`src/rtl/uart_periph.sv`:
```
// uart_periph: memory-mapped 8N1 UART slave with a one-byte TX holding
// register, a one-byte RX buffer, a programmable baud divisor and an irq
// that follows rx_full. Register map (addr): 0 DATA, 1 STAT, 2 CTRL, 3 DIV.
module uart_periph #(
    parameter int WIDTH       = 32,
    parameter int DIV_WIDTH   = 16,
    parameter int DEFAULT_DIV = 87
) (
    input  logic             clk,
    input  logic             reset,
    input  logic             cs,
    input  logic             wen,
    input  logic [1:0]       addr,
    input  logic [WIDTH-1:0] din,
    output logic [WIDTH-1:0] dout,
    input  logic             rxd,
    output logic             txd,
    output logic             irq
);

    localparam logic [1:0] A_DATA = 2'd0;
    localparam logic [1:0] A_STAT = 2'd1;
    localparam logic [1:0] A_CTRL = 2'd2;
    localparam logic [1:0] A_DIV  = 2'd3;

    typedef enum logic [1:0] {
        S_IDLE  = 2'd0,
        S_START = 2'd1,
        S_DATA  = 2'd2,
        S_STOP  = 2'd3
    } state_t;

    // ------------------------------------------------------------------
    // Bus write decode
    // ------------------------------------------------------------------
    logic w_wr;
    logic w_wr_data;
    logic w_wr_stat;
    logic w_wr_ctrl;
    logic w_wr_div;

    assign w_wr      = cs & wen;
    assign w_wr_data = w_wr & (addr == A_DATA);
    assign w_wr_stat = w_wr & (addr == A_STAT);
    assign w_wr_ctrl = w_wr & (addr == A_CTRL);
    assign w_wr_div  = w_wr & (addr == A_DIV);

    // Upper data bits are only meaningful for some registers.
    logic w_unused_din;
    assign w_unused_din = ^din;

    // ------------------------------------------------------------------
    // Configuration registers
    // ------------------------------------------------------------------
    logic [1:0]           r_ctrl;   // bit0 tx_en, bit1 rx_en
    logic [DIV_WIDTH-1:0] r_div;
    logic [DIV_WIDTH-1:0] w_div_eff;

    // Divisors below 2 would leave no room for a mid-bit sample point.
    assign w_div_eff = (r_div < DIV_WIDTH'(2)) ? DIV_WIDTH'(2) : r_div;

    // CTRL and DIV are plain read/write registers.
    always_ff @(posedge clk) begin
        if (reset) begin
            r_ctrl <= 2'b11;
            r_div  <= DIV_WIDTH'(DEFAULT_DIV);
        end else begin
            if (w_wr_ctrl) begin
                r_ctrl <= din[1:0];
            end
            if (w_wr_div) begin
                r_div <= din[DIV_WIDTH-1:0];
            end
        end
    end

    // ------------------------------------------------------------------
    // Transmitter
    // ------------------------------------------------------------------
    state_t               r_tx_state;
    logic [DIV_WIDTH-1:0] r_tx_cnt;
    logic [DIV_WIDTH-1:0] r_tx_div;
    logic [7:0]           r_tx_shift;
    logic [2:0]           r_tx_bit;
    logic                 r_txd;
    logic                 w_tx_bit_end;
    logic                 w_tx_busy;

    assign w_tx_bit_end = (r_tx_cnt == r_tx_div - DIV_WIDTH'(1));
    assign w_tx_busy    = (r_tx_state != S_IDLE);
    assign txd          = r_txd;

    // TX FSM: divisor latched at frame start so DIV writes only affect the next frame.
    always_ff @(posedge clk) begin
        if (reset) begin
            r_tx_state <= S_IDLE;
            r_tx_cnt   <= '0;
            r_tx_div   <= DIV_WIDTH'(2);
            r_tx_shift <= '0;
            r_tx_bit   <= '0;
            r_txd      <= 1'b1;
        end else begin
            case (r_tx_state)
                S_IDLE: begin
                    r_txd <= 1'b1;
                    if (w_wr_data && r_ctrl[0]) begin
                        r_tx_state <= S_START;
                        r_tx_cnt   <= '0;
                        r_tx_div   <= w_div_eff;
                        r_tx_shift <= din[7:0];
                        r_txd      <= 1'b0;
                    end
                end
                S_START: begin
                    if (w_tx_bit_end) begin
                        r_tx_state <= S_DATA;
                        r_tx_cnt   <= '0;
                        r_tx_bit   <= '0;
                        r_txd      <= r_tx_shift[0];
                    end else begin
                        r_tx_cnt <= r_tx_cnt + DIV_WIDTH'(1);
                    end
                end
                S_DATA: begin
                    if (w_tx_bit_end) begin
                        r_tx_cnt <= '0;
                        if (r_tx_bit == 3'd7) begin
                            r_tx_state <= S_STOP;
                            r_txd      <= 1'b1;
                        end else begin
                            r_tx_bit   <= r_tx_bit + 3'd1;
                            r_tx_shift <= {1'b0, r_tx_shift[7:1]};
                            r_txd      <= r_tx_shift[1];
                        end
                    end else begin
                        r_tx_cnt <= r_tx_cnt + DIV_WIDTH'(1);
                    end
                end
                S_STOP: begin
                    if (w_tx_bit_end) begin
                        r_tx_state <= S_IDLE;
                        r_tx_cnt   <= '0;
                    end else begin
                        r_tx_cnt <= r_tx_cnt + DIV_WIDTH'(1);
                    end
                end
                default: begin
                    r_tx_state <= S_IDLE;
                    r_txd      <= 1'b1;
                end
            endcase
        end
    end

    // ------------------------------------------------------------------
    // Receiver
    // ------------------------------------------------------------------
    logic r_rxd_meta;
    logic r_rxd_sync;
    logic r_rxd_prev;
    logic w_rx_fall;

    // Two-flop synchroniser for the asynchronous line plus a delayed copy for edge detect.
    always_ff @(posedge clk) begin
        if (reset) begin
            r_rxd_meta <= 1'b1;
            r_rxd_sync <= 1'b1;
            r_rxd_prev <= 1'b1;
        end else begin
            r_rxd_meta <= rxd;
            r_rxd_sync <= r_rxd_meta;
            r_rxd_prev <= r_rxd_sync;
        end
    end

    // A start needs a genuine high-to-low transition, so a line stuck low
    // after a framing error cannot retrigger the receiver.
    assign w_rx_fall = r_rxd_prev & ~r_rxd_sync;

    state_t               r_rx_state;
    logic [DIV_WIDTH-1:0] r_rx_cnt;
    logic [DIV_WIDTH-1:0] r_rx_div;
    logic [7:0]           r_rx_shift;
    logic [2:0]           r_rx_bit;
    logic                 w_rx_half_end;
    logic                 w_rx_bit_end;
    logic                 w_rx_done;

    assign w_rx_half_end = (r_rx_cnt == (r_rx_div >> 1) - DIV_WIDTH'(1));
    assign w_rx_bit_end  = (r_rx_cnt == r_rx_div - DIV_WIDTH'(1));
    assign w_rx_done     = (r_rx_state == S_STOP) && w_rx_bit_end && r_ctrl[1];

    // RX FSM: validate start at half a bit, then sample each bit one period later.
    always_ff @(posedge clk) begin
        if (reset) begin
            r_rx_state <= S_IDLE;
            r_rx_cnt   <= '0;
            r_rx_div   <= DIV_WIDTH'(2);
            r_rx_shift <= '0;
            r_rx_bit   <= '0;
        end else if (!r_ctrl[1]) begin
            r_rx_state <= S_IDLE;
            r_rx_cnt   <= '0;
        end else begin
            case (r_rx_state)
                S_IDLE: begin
                    if (w_rx_fall) begin
                        r_rx_state <= S_START;
                        r_rx_cnt   <= '0;
                        r_rx_div   <= w_div_eff;
                    end
                end
                S_START: begin
                    if (w_rx_half_end) begin
                        r_rx_cnt <= '0;
                        r_rx_bit <= '0;
                        r_rx_state <= r_rxd_sync ? S_IDLE : S_DATA;
                    end else begin
                        r_rx_cnt <= r_rx_cnt + DIV_WIDTH'(1);
                    end
                end
                S_DATA: begin
                    if (w_rx_bit_end) begin
                        r_rx_cnt   <= '0;
                        r_rx_shift <= {r_rxd_sync, r_rx_shift[7:1]};
                        if (r_rx_bit == 3'd7) begin
                            r_rx_state <= S_STOP;
                        end else begin
                            r_rx_bit <= r_rx_bit + 3'd1;
                        end
                    end else begin
                        r_rx_cnt <= r_rx_cnt + DIV_WIDTH'(1);
                    end
                end
                S_STOP: begin
                    if (w_rx_bit_end) begin
                        r_rx_state <= S_IDLE;
                        r_rx_cnt   <= '0;
                    end else begin
                        r_rx_cnt <= r_rx_cnt + DIV_WIDTH'(1);
                    end
                end
                default: begin
                    r_rx_state <= S_IDLE;
                end
            endcase
        end
    end

    // ------------------------------------------------------------------
    // Receive buffer and status flags
    // ------------------------------------------------------------------
    logic [7:0] r_rx_data;
    logic       r_rx_full;
    logic       r_ovr;
    logic       r_ferr;
    logic       w_clr_full;

    assign w_clr_full = w_wr_stat & din[0];
    assign irq        = r_rx_full;

    // W1C first, completion second: a clear racing a completion loses to it.
    always_ff @(posedge clk) begin
        if (reset) begin
            r_rx_data <= '0;
            r_rx_full <= 1'b0;
            r_ovr     <= 1'b0;
            r_ferr    <= 1'b0;
        end else begin
            if (w_wr_stat) begin
                if (din[0]) r_rx_full <= 1'b0;
                if (din[2]) r_ovr     <= 1'b0;
                if (din[3]) r_ferr    <= 1'b0;
            end
            if (w_rx_done) begin
                if (!r_rx_full || w_clr_full) begin
                    r_rx_data <= r_rx_shift;
                    r_rx_full <= 1'b1;
                end else begin
                    r_ovr <= 1'b1;
                end
                if (!r_rxd_sync) begin
                    r_ferr <= 1'b1;
                end
            end
        end
    end

    // ------------------------------------------------------------------
    // Read mux: purely combinational, no read side effects
    // ------------------------------------------------------------------
    // Register read-back, zero-extended to the bus width.
    always_comb begin
        dout = '0;
        case (addr)
            A_DATA:  dout = WIDTH'(r_rx_data);
            A_STAT:  dout = WIDTH'({r_ferr, r_ovr, w_tx_busy, r_rx_full});
            A_CTRL:  dout = WIDTH'(r_ctrl);
            default: dout = WIDTH'(r_div);
        endcase
    end

endmodule
```
`config.mk`:
```
export PLATFORM = sky130hd
export DESIGN_NAME = uart_periph
export DESIGN_NICKNAME = d
export VERILOG_FILES = /design/src/rtl/uart_periph.sv
export SDC_FILE = /design/constraint.sdc
export NUM_CORES = 1
export LEC_CHECK = 0
export CAP_MARGIN = 5
export CORE_MARGIN = 5
export CORE_UTILIZATION = 33
export CTS_CLUSTER_SIZE = 12
export DETAILED_ROUTE_END_ITERATION = 8
export PLACE_DENSITY = 0.59
export SYNTH_ARGS = -nofsm -noshare
export SYNTH_HDL_FRONTEND = slang
export SYNTH_SLANG_ARGS = --single-unit
```
`constraint.sdc`:
```
create_clock -name clk -period 4.23 [get_ports clk]
set_clock_uncertainty 0.15 [all_clocks]
set_input_delay 0.423 -clock clk [delete_from_list [all_inputs] [get_ports clk]]
set_output_delay 0.423 -clock clk [all_outputs]
set_load 0.01 [all_outputs]
```
Yosys cells after proc, flatten, opt, wreduce, memory -nomap -nowiden
Index checks and enable logic that the tools add are counted.

Output and inout bits: 34. Bits in registers: 123. Logic and storage cells: 140. Bits of input ports: 39.

Bitwise gates (word level): 9. Reductions and logical operators: 26. Order comparisons: 1. Mux-type cells: 51. Equality and inequality tests: 26. Add/subtract/negate cells: 7.

Operator list (number): 16-bit two-way mux (6); 16-bit one-hot mux with 3 select lines (2); 16-bit == test (3); 16-bit by 1-bit adder with 16-bit output (second input constant) (2); 16-bit one-hot mux with 2 select lines (1); 16-bit by 1-bit subtractor with 16-bit output (second input constant) (2); 8-bit two-way mux (3); 2-bit inequality test (second input constant) (12); 2-bit two-way mux (11); 3-bit two-way mux (6); 16-bit by 2-bit less-than comparator with 1-bit output (second input constant) (1); 1-bit two-way mux (16); 2-bit one-hot mux with 4 select lines (2); 8-bit one-hot mux with 2 select lines (1); 15-bit by 1-bit subtractor with 16-bit output (second input constant) (1); 5-bit AND reduction (3); 2-bit == test (second input constant) (6); 3-bit one-hot mux with 2 select lines (2); 3-bit AND reduction (3); 4-bit AND reduction (2); 2-bit nonzero test (4); 1-bit AND (7); 3-bit by 1-bit adder with 3-bit output (second input constant) (2); 2-bit by 1-bit == test with 1-bit output (second input constant) (3); other kinds (11) (19).

Logic depth before layout (Yosys ltp)
Gate-level depths: netlist of run 1.

Depth in word-level cells: 6. Depth in mapped cells: 14. Gate-level depth less buffers: 10.

Least setup slack after synthesis of run 1
No wires, ideal clock.

Path type: register to register. Start point: reg r_tx_div[0]. End point: reg r_tx_cnt[8]. Setup slack: 1.048 ns. Setup time: 0.074 ns. Path buffers: 4. Required time: 4.006 ns. Clock period less this slack: 3.182 ns. Stages on the path, launching flop included: 15. Arrival: 2.958 ns. Cell sequence: dfxtp_1 > clkbuf_1 > inv_1 > ha_1 > clkbuf_1 > and3_1 > o2bb2ai_1 > mux2i_1 > and4b_1 > and4_2 > a2111oi_0 > buf_2 > buf_4 > a21oi_1 > a31oi_1.

Longest elaborated chain between the ends: 4.

RTL lines: start, declared (RTL line 82) `logic [DIV_WIDTH-1:0] r_tx_div;`; start signal, assigned (RTL line 109) `r_tx_div <= w_div_eff;`; 16-bit by 1-bit subtractor with 16-bit output (RTL line 89) `assign w_tx_bit_end = (r_tx_cnt == r_tx_div - DIV_WIDTH'(1));`; 16-bit == test (RTL line 89); 16-bit two-way mux (RTL line 115, 125, 140); 16-bit one-hot mux with 2 select lines (RTL line 103) `case (r_tx_state)`; end signal, assigned (RTL line 121) `r_tx_cnt <= r_tx_cnt + DIV_WIDTH'(1);`; end signal, assigned (RTL line 136) `r_tx_cnt <= r_tx_cnt + DIV_WIDTH'(1);`; end signal, assigned (RTL line 144) `r_tx_cnt <= r_tx_cnt + DIV_WIDTH'(1);`; end, declared (RTL line 81) `logic [DIV_WIDTH-1:0] r_tx_cnt;`.

No other way between the ends. A chain may end at the register's enable or synchronous reset.

Final worst setup path of run 1
Start point: reg r_rx_div[2]. End point: reg r_rx_cnt[14].

Longest elaborated chain between the ends: 4. Elaborated cells between the ends (all ways): 7. Those cells by class: add/sub: 2; eq/ne: 2; mux: 3.

RTL lines: start, declared (RTL line 182) `logic [DIV_WIDTH-1:0] r_rx_div;`; start signal, assigned (RTL line 210) `r_rx_div <= w_div_eff;`; 16-bit by 1-bit subtractor with 16-bit output or 15-bit by 1-bit subtractor with 16-bit output (tied branches) (RTL line 190, 189); 16-bit == test, on equally long branches (RTL line 190, 189); 16-bit two-way mux, on equally long branches (RTL line 223, 236, 214); 16-bit one-hot mux with 3 select lines (*) (RTL line 205) `case (r_rx_state)`; end signal, assigned (RTL line 219) `r_rx_cnt <= r_rx_cnt + DIV_WIDTH'(1);`; end signal, assigned (RTL line 232) `r_rx_cnt <= r_rx_cnt + DIV_WIDTH'(1);`; end signal, assigned (RTL line 240) `r_rx_cnt <= r_rx_cnt + DIV_WIDTH'(1);`; end, declared (RTL line 181) `logic [DIV_WIDTH-1:0] r_rx_cnt;`.

Mark *: on every way between the ends. The rest lies on a longest branch, timed or not.

==> flow_summary.ini, run 1 <==
[status]
outcome = complete, no violations

[worst_setup_path]
cp-start-kind = flop
critPathKind = reg -> reg
crit_fanout = 16
crit_required_ns = 4.39
endpoint_kind = flop
rrSetupSlack_ns = 0.65
cp.arrival_ns = 3.74

[cts]
clockBufferDepth = 2
path_clk_slew_ns = 0.06
htreeDepth = 4
cts_made_buffers = 17
cts_resized = 0
cts_setup_buffers = 0
insertion_delay_ns = 0.42
cts_tree = built
holdBufCountCts = 0
clkSinkCount = 123
root_buffer = clkbuf_16

[final_layout]
fillers = 2278
antenna_cells = 0
fin_util_pct = 38.58
area.growth.synth_to_final_pct = 15.77
nets = 1007
drive_above_1_share_pct = 7.963

[floorplanning]
die_y_um = 160.7
coreArea_um2 = 22500
pin_count = 73
start_util_pct = 33.32
die-area_um2 = 25840
die_w_um = 160.7
row_count = 55

[pwr]
p_per_area_nw_per_um2 = 382.5
leakage_nw = 3.341
power_mw = 3.320
irDropWorstVdd_mv = 0.3157

[yosys]
synth_top_cell_by_area = dfxtp_1
yosys-top-cells-count = 153 x nand2_1, 123 x dfxtp_1, 78 x nor2_1
synth_area_leaders = dfxtp_1 33%, nand2_1 7.7%, a21oi_1 4.6%, xnor2_1 4.4%, nor2_1 3.9%
synth.mux.area_fraction_pct = 4.522
synth_xor_area_share_pct = 7.359
synth_adder_area_share_pct = 2.336
post-synth-top-count-cell = nand2_1
synth-warning-count = 0
synth_compound_area_share_pct = 19.87
synth_cell_types = 79
avgSynthCellArea_um2 = 7.877
synth_flop_cell = dfxtp_1
synthesis.instances = 952
synth_edf_count = 0
synthesis.area_um2 = 7498
synth_top_area_share_pct = 32.84
ys_seq_area_share_pct = 32.84
synthArstFlopShare_pct = 0
ys_ff_latch = 123
synth-simple-area-share_pct = 26.76
synth_top_family_by_area = simple AND/OR/NAND/NOR gates

[drt]
routedWlPerCell_um = 15.71
drc = 0
wirelength_um = 19670
viasPerCell = 5.390
drt_iter0_markers = 436
dr.pass1.iters = 6
antenna_left = 0
num_vias = 6748

[global_route]
grt_pass1_wl_um = 31990
antenna_found_initial = 0
overflow = 0
grt_max_degree = 74
grt_pass1_vias = 6239
grtUsageTotal_pct = 14.94

[place]
io_buffers = 40
place_ws_ns = 0.6413
place_hpwl_um = 14230
place_congestion = 0.8415

[timing]
worstMarginPinSlew_ns = 0.7810
post-route-period-util_pct = 84.66
whs_ns = 0.2571
finalSetupTns_ns = 0
finalHoldViolCount = 0
rsz0062_at_grt = false
slew_violations = 0
maxSlewHeadroom_pct = 47.93
finalCriticalPeriod_ns = 3.581
fmax_mhz = 279.3
setup_viol = 0
fin_ws_ns = 0.6491

[min_path]
min_path_type = reg -> reg

[job]
maxCapViolations = 0
-- worst max-delay path, stage by stage (launching register included) --
cell and delay (ns):
dfxtp_1 0.36, inv_1 0.10, ha_1 0.21, nor3b_1 0.48, nand4_1 0.18, or3_1 0.45, a2111oi_4 0.62, nand2_1 0.10
buf_4 0.23, a22o_1 0.32, a32o_1 0.27
-- area by class of cell --
cell class	instances	area, um2	share of cell area, %
well taps	285	356.6	4.108
inverters	19	71.32	0.8216
repair buffers	52	485.5	5.592
multi-input cells	741	4629	53.33
clock buffers	20	466.7	5.376
flip-flops and latches	123	2462	28.37
clock inverters	12	209.0	2.407
-- layer usage --
metal | global-route usage (%) | part of all wire, % | vias up
met5 | 0 | 0 | -
met4 | 4.343 | 1.2 | 0
met3 | 2.951 | 4.9 | 19
met2 | 23.06 | 43 | 160
met1 | 21.17 | 51 | 3198
li1 | - | - | 3371
-- layout by cell type (no fill, tap or decap), drive strengths merged, types with 15 or more instances in the layout --
| cell | Yosys | final |
|---|---|---|
| nand3 | 39 | 39 |
| xnor2 | 38 | 38 |
| conb | 1 | 16 |
| clkbuf | 56 | 20 |
| nand2b | 15 | 15 |
| a31oi | 21 | 21 |
| a21oi | 69 | 69 |
| clkdlybuf4s50 | 0 | 39 |
| dfxtp | 123 | 123 |
| inv | 19 | 22 |
| and3 | 30 | 30 |
| o21ai | 19 | 19 |
| mux2i | 26 | 26 |
| nand2 | 154 | 154 |
| nor2 | 78 | 78 |
| xor2 | 25 | 25 |
-- where the power goes --
group          leakage (nW)  switching, mW  internal, mW  total [mW]
combinational          2.02          0.269         0.167       0.436
sequential            0.994         0.0331          1.19        1.22
clock                 0.324          0.566          1.10        1.67
-- through the flow --
| stage | area, um2 | cells |
|---|---|---|
| final | 8681 | 1252 |
| after global placement | 8005 | 1220 |
| after detailed placement | 8005 | 1220 |
| after floorplan | 7555 | 967 |
| after global routing | 8681 | 1252 |
| after CTS | 8681 | 1252 |
-- registers in the layout, summed over array words and instances (netlist names), 3 cells and up, named ones only --
name	flops
r_div	16
r_rx_cnt	16
r_rx_div	16
r_tx_cnt	16
r_tx_div	16
r_rx_data	8
r_rx_shift	8
r_tx_shift	8
r_rx_bit	3
r_tx_bit	3
-- path summary, 6_finish.rpt --
path                                  start            to  depth (start not counted)
worst min-delay path             r_rxd_meta    r_rxd_sync                          1
worst max-delay path            r_rx_div[2]  r_rx_cnt[14]                         10
worst min register to register   r_rxd_meta    r_rxd_sync                          1
worst max register to register  r_rx_div[2]  r_rx_cnt[14]                         10
-- logic make-up after synthesis --
family / after synthesis
simple gates: 405
compound gates: 212
flops: 123
buf+inv: 103
xor+xnor: 63
mux: 31
fa+ha+maj: 14
other cells: 1
Note: power is estimated with default switching activity, not from simulation.
==> run 2: changes to the inputs <==
clock period = 3.75 ns   (was 4.23 ns; I/O delays follow)
==> flow_summary.ini, run 2 (synthesized netlist as in run 1, its figures left out) <==
[cts]
cts_tree = built
root_buffer = clkbuf_16
path_clk_slew_ns = 0.06
cts_made_buffers = 17
clkSinkCount = 123
holdBufCountCts = 0
cts_resized = 0
clockBufferDepth = 2
htreeDepth = 4
cts_setup_buffers = 0
insertion_delay_ns = 0.42

[final_layout]
instances_no_fill = 1260
nets = 1015
drive_above_1_share_pct = 8.718
final_cell_mix = 153 x nand2_1, 123 x dfxtp_1, 78 x nor2_1
layout_commonest_cell = nand2_1
finalInstanceArea_um2 = 8672
area.growth.synth_to_final_pct = 15.65
antenna_cells = 0

[floorplanning]
start_util_pct = 33.32
die_y_um = 160.7
pin_count = 73
die_w_um = 160.7
die-area_um2 = 25840
row_count = 55
coreArea_um2 = 22500

[pwr]
p_per_area_nw_per_um2 = 413.5
switching_share_pct = 27.46
p_seq_share_pct = 38.3
pwr-share-comb_pct = 14.2
switching_power_mw = 0.9845
irDropWorstVdd_mv = 0.2953
p_int_mw = 2.601
pwr-share-clk_pct = 47.5
leakage_nw = 3.350

[drt]
m1WireLength_um = 9710
drc = 0
dr.pass1.iters = 5
antenna_left = 0
wirelength_um = 19960
route.met2.wl_um = 8858
num_vias = 6803
met3WireLength_um = 1115
viasPerCell = 5.399
drt_iter0_markers = 543
maxUsedRoutingLayer = met4
routedWlPerCell_um = 15.84

[global_route]
overflow = 0
antenna_found_initial = 0
grt_pass1_wl_um = 32780
grt_pass1_vias = 6318
grtUsageTotal_pct = 15.34
grt_max_degree = 74

[job]
maxCapViolations = 0

[timing]
finalCriticalPeriod_ns = 3.354
fin_ws_ns = 0.3963
post-route-period-util_pct = 89.43
whs_ns = 0.2571
fmax_mhz = 298.2
finalHoldViolCount = 0
slew_violations = 0
worstMarginPinSlew_ns = 0.7822
maxSlewHeadroom_pct = 47.85
finalSetupTns_ns = 0
setup_viol = 0
rsz0062_at_grt = false

[place]
placed_area_um2 = 8065
place_hpwl_um = 14340
place_congestion = 0.8602
placed_cells = 1228
io_buffers = 40
place_ws_ns = 0.4142

[worst_setup_path]
crit_fanout = 12
critPathKind = reg -> reg
crit_required_ns = 3.91
cp.arrival_ns = 3.51
endpoint_kind = flop
rr_worst_depth = 10
cp-start-kind = flop
rrSetupSlack_ns = 0.40

[min_path]
holdPathStages = 1
min_path_type = reg -> reg

[status]
outcome = complete, no violations
-- run 2: changes by cell type in the layout (fill, tap and decap cells not counted) --
cell,delta
clkinv_2,+4
buf_4,+8
bufinv_16,-2
clkbuf_8,-2
clkinv_4,-1
clkinvlp_4,+1
-- run 2: worst paths after layout --
kind / from / endpoint
worst max-delay path: r_rx_div[2] / r_rx_cnt[1]
worst min-delay path: r_rxd_meta / r_rxd_sync
worst max register to register: r_rx_div[2] / r_rx_cnt[1]
worst min register to register: r_rxd_meta / r_rxd_sync
-- run 2: stage by stage --
stage                     util, %  power, mW
after detailed placement    35.84      1.904
after floorplan                 -      1.740
final                       38.54      3.586
after global routing        38.54      3.732
after global placement      35.84      1.899
after CTS                   38.54      3.612
-- run 2: final cells by class --
| cell class | count | area (um2) |
|---|---|---|
| fill | 2293 | 13830 |
| multi-input combinational | 741 | 4629 |
| sequential | 123 | 2462 |
| timing repair buffer | 60 | 545.5 |
| clock buffer | 18 | 439.2 |
| tap | 285 | 356.6 |
| clock inverter | 14 | 167.7 |
| inverter | 19 | 71.32 |
-- run 2: layer usage --
| metal | track usage, % | vias to the layer above |
|---|---|---|
| met5 | 0 | - |
| met4 | 4.653 | 0 |
| met3 | 3.105 | 20 |
| met2 | 23.43 | 175 |
| met1 | 21.81 | 3216 |
| li1 | - | 3392 |
-- run 2: worst max-delay path, stage by stage, from the launching register on --
cell,delay [ns]
dfxtp_1,0.36
inv_1,0.09
ha_1,0.22
nor3b_1,0.48
nand4_1,0.22
or3_1,0.46
a2111oi_4,0.39
nand2_1,0.11
buf_4,0.20
a22o_1,0.31
a32o_1,0.26
-- run 2: power groups by stage --
| stage | logic [mW] | clock network, mW | registers [mW] |
|---|---|---|---|
| 6_report | 0.509 | 1.70 | 1.37 |
| 4_1_cts | 0.505 | 1.73 | 1.37 |
| 3_3_place_gp | 0.498 | 0 | 1.40 |
| 5_1_grt | 0.559 | 1.80 | 1.38 |
| 3_5_place_dp | 0.503 | 0 | 1.40 |
| 2_1_floorplan | 0.352 | 0 | 1.39 |
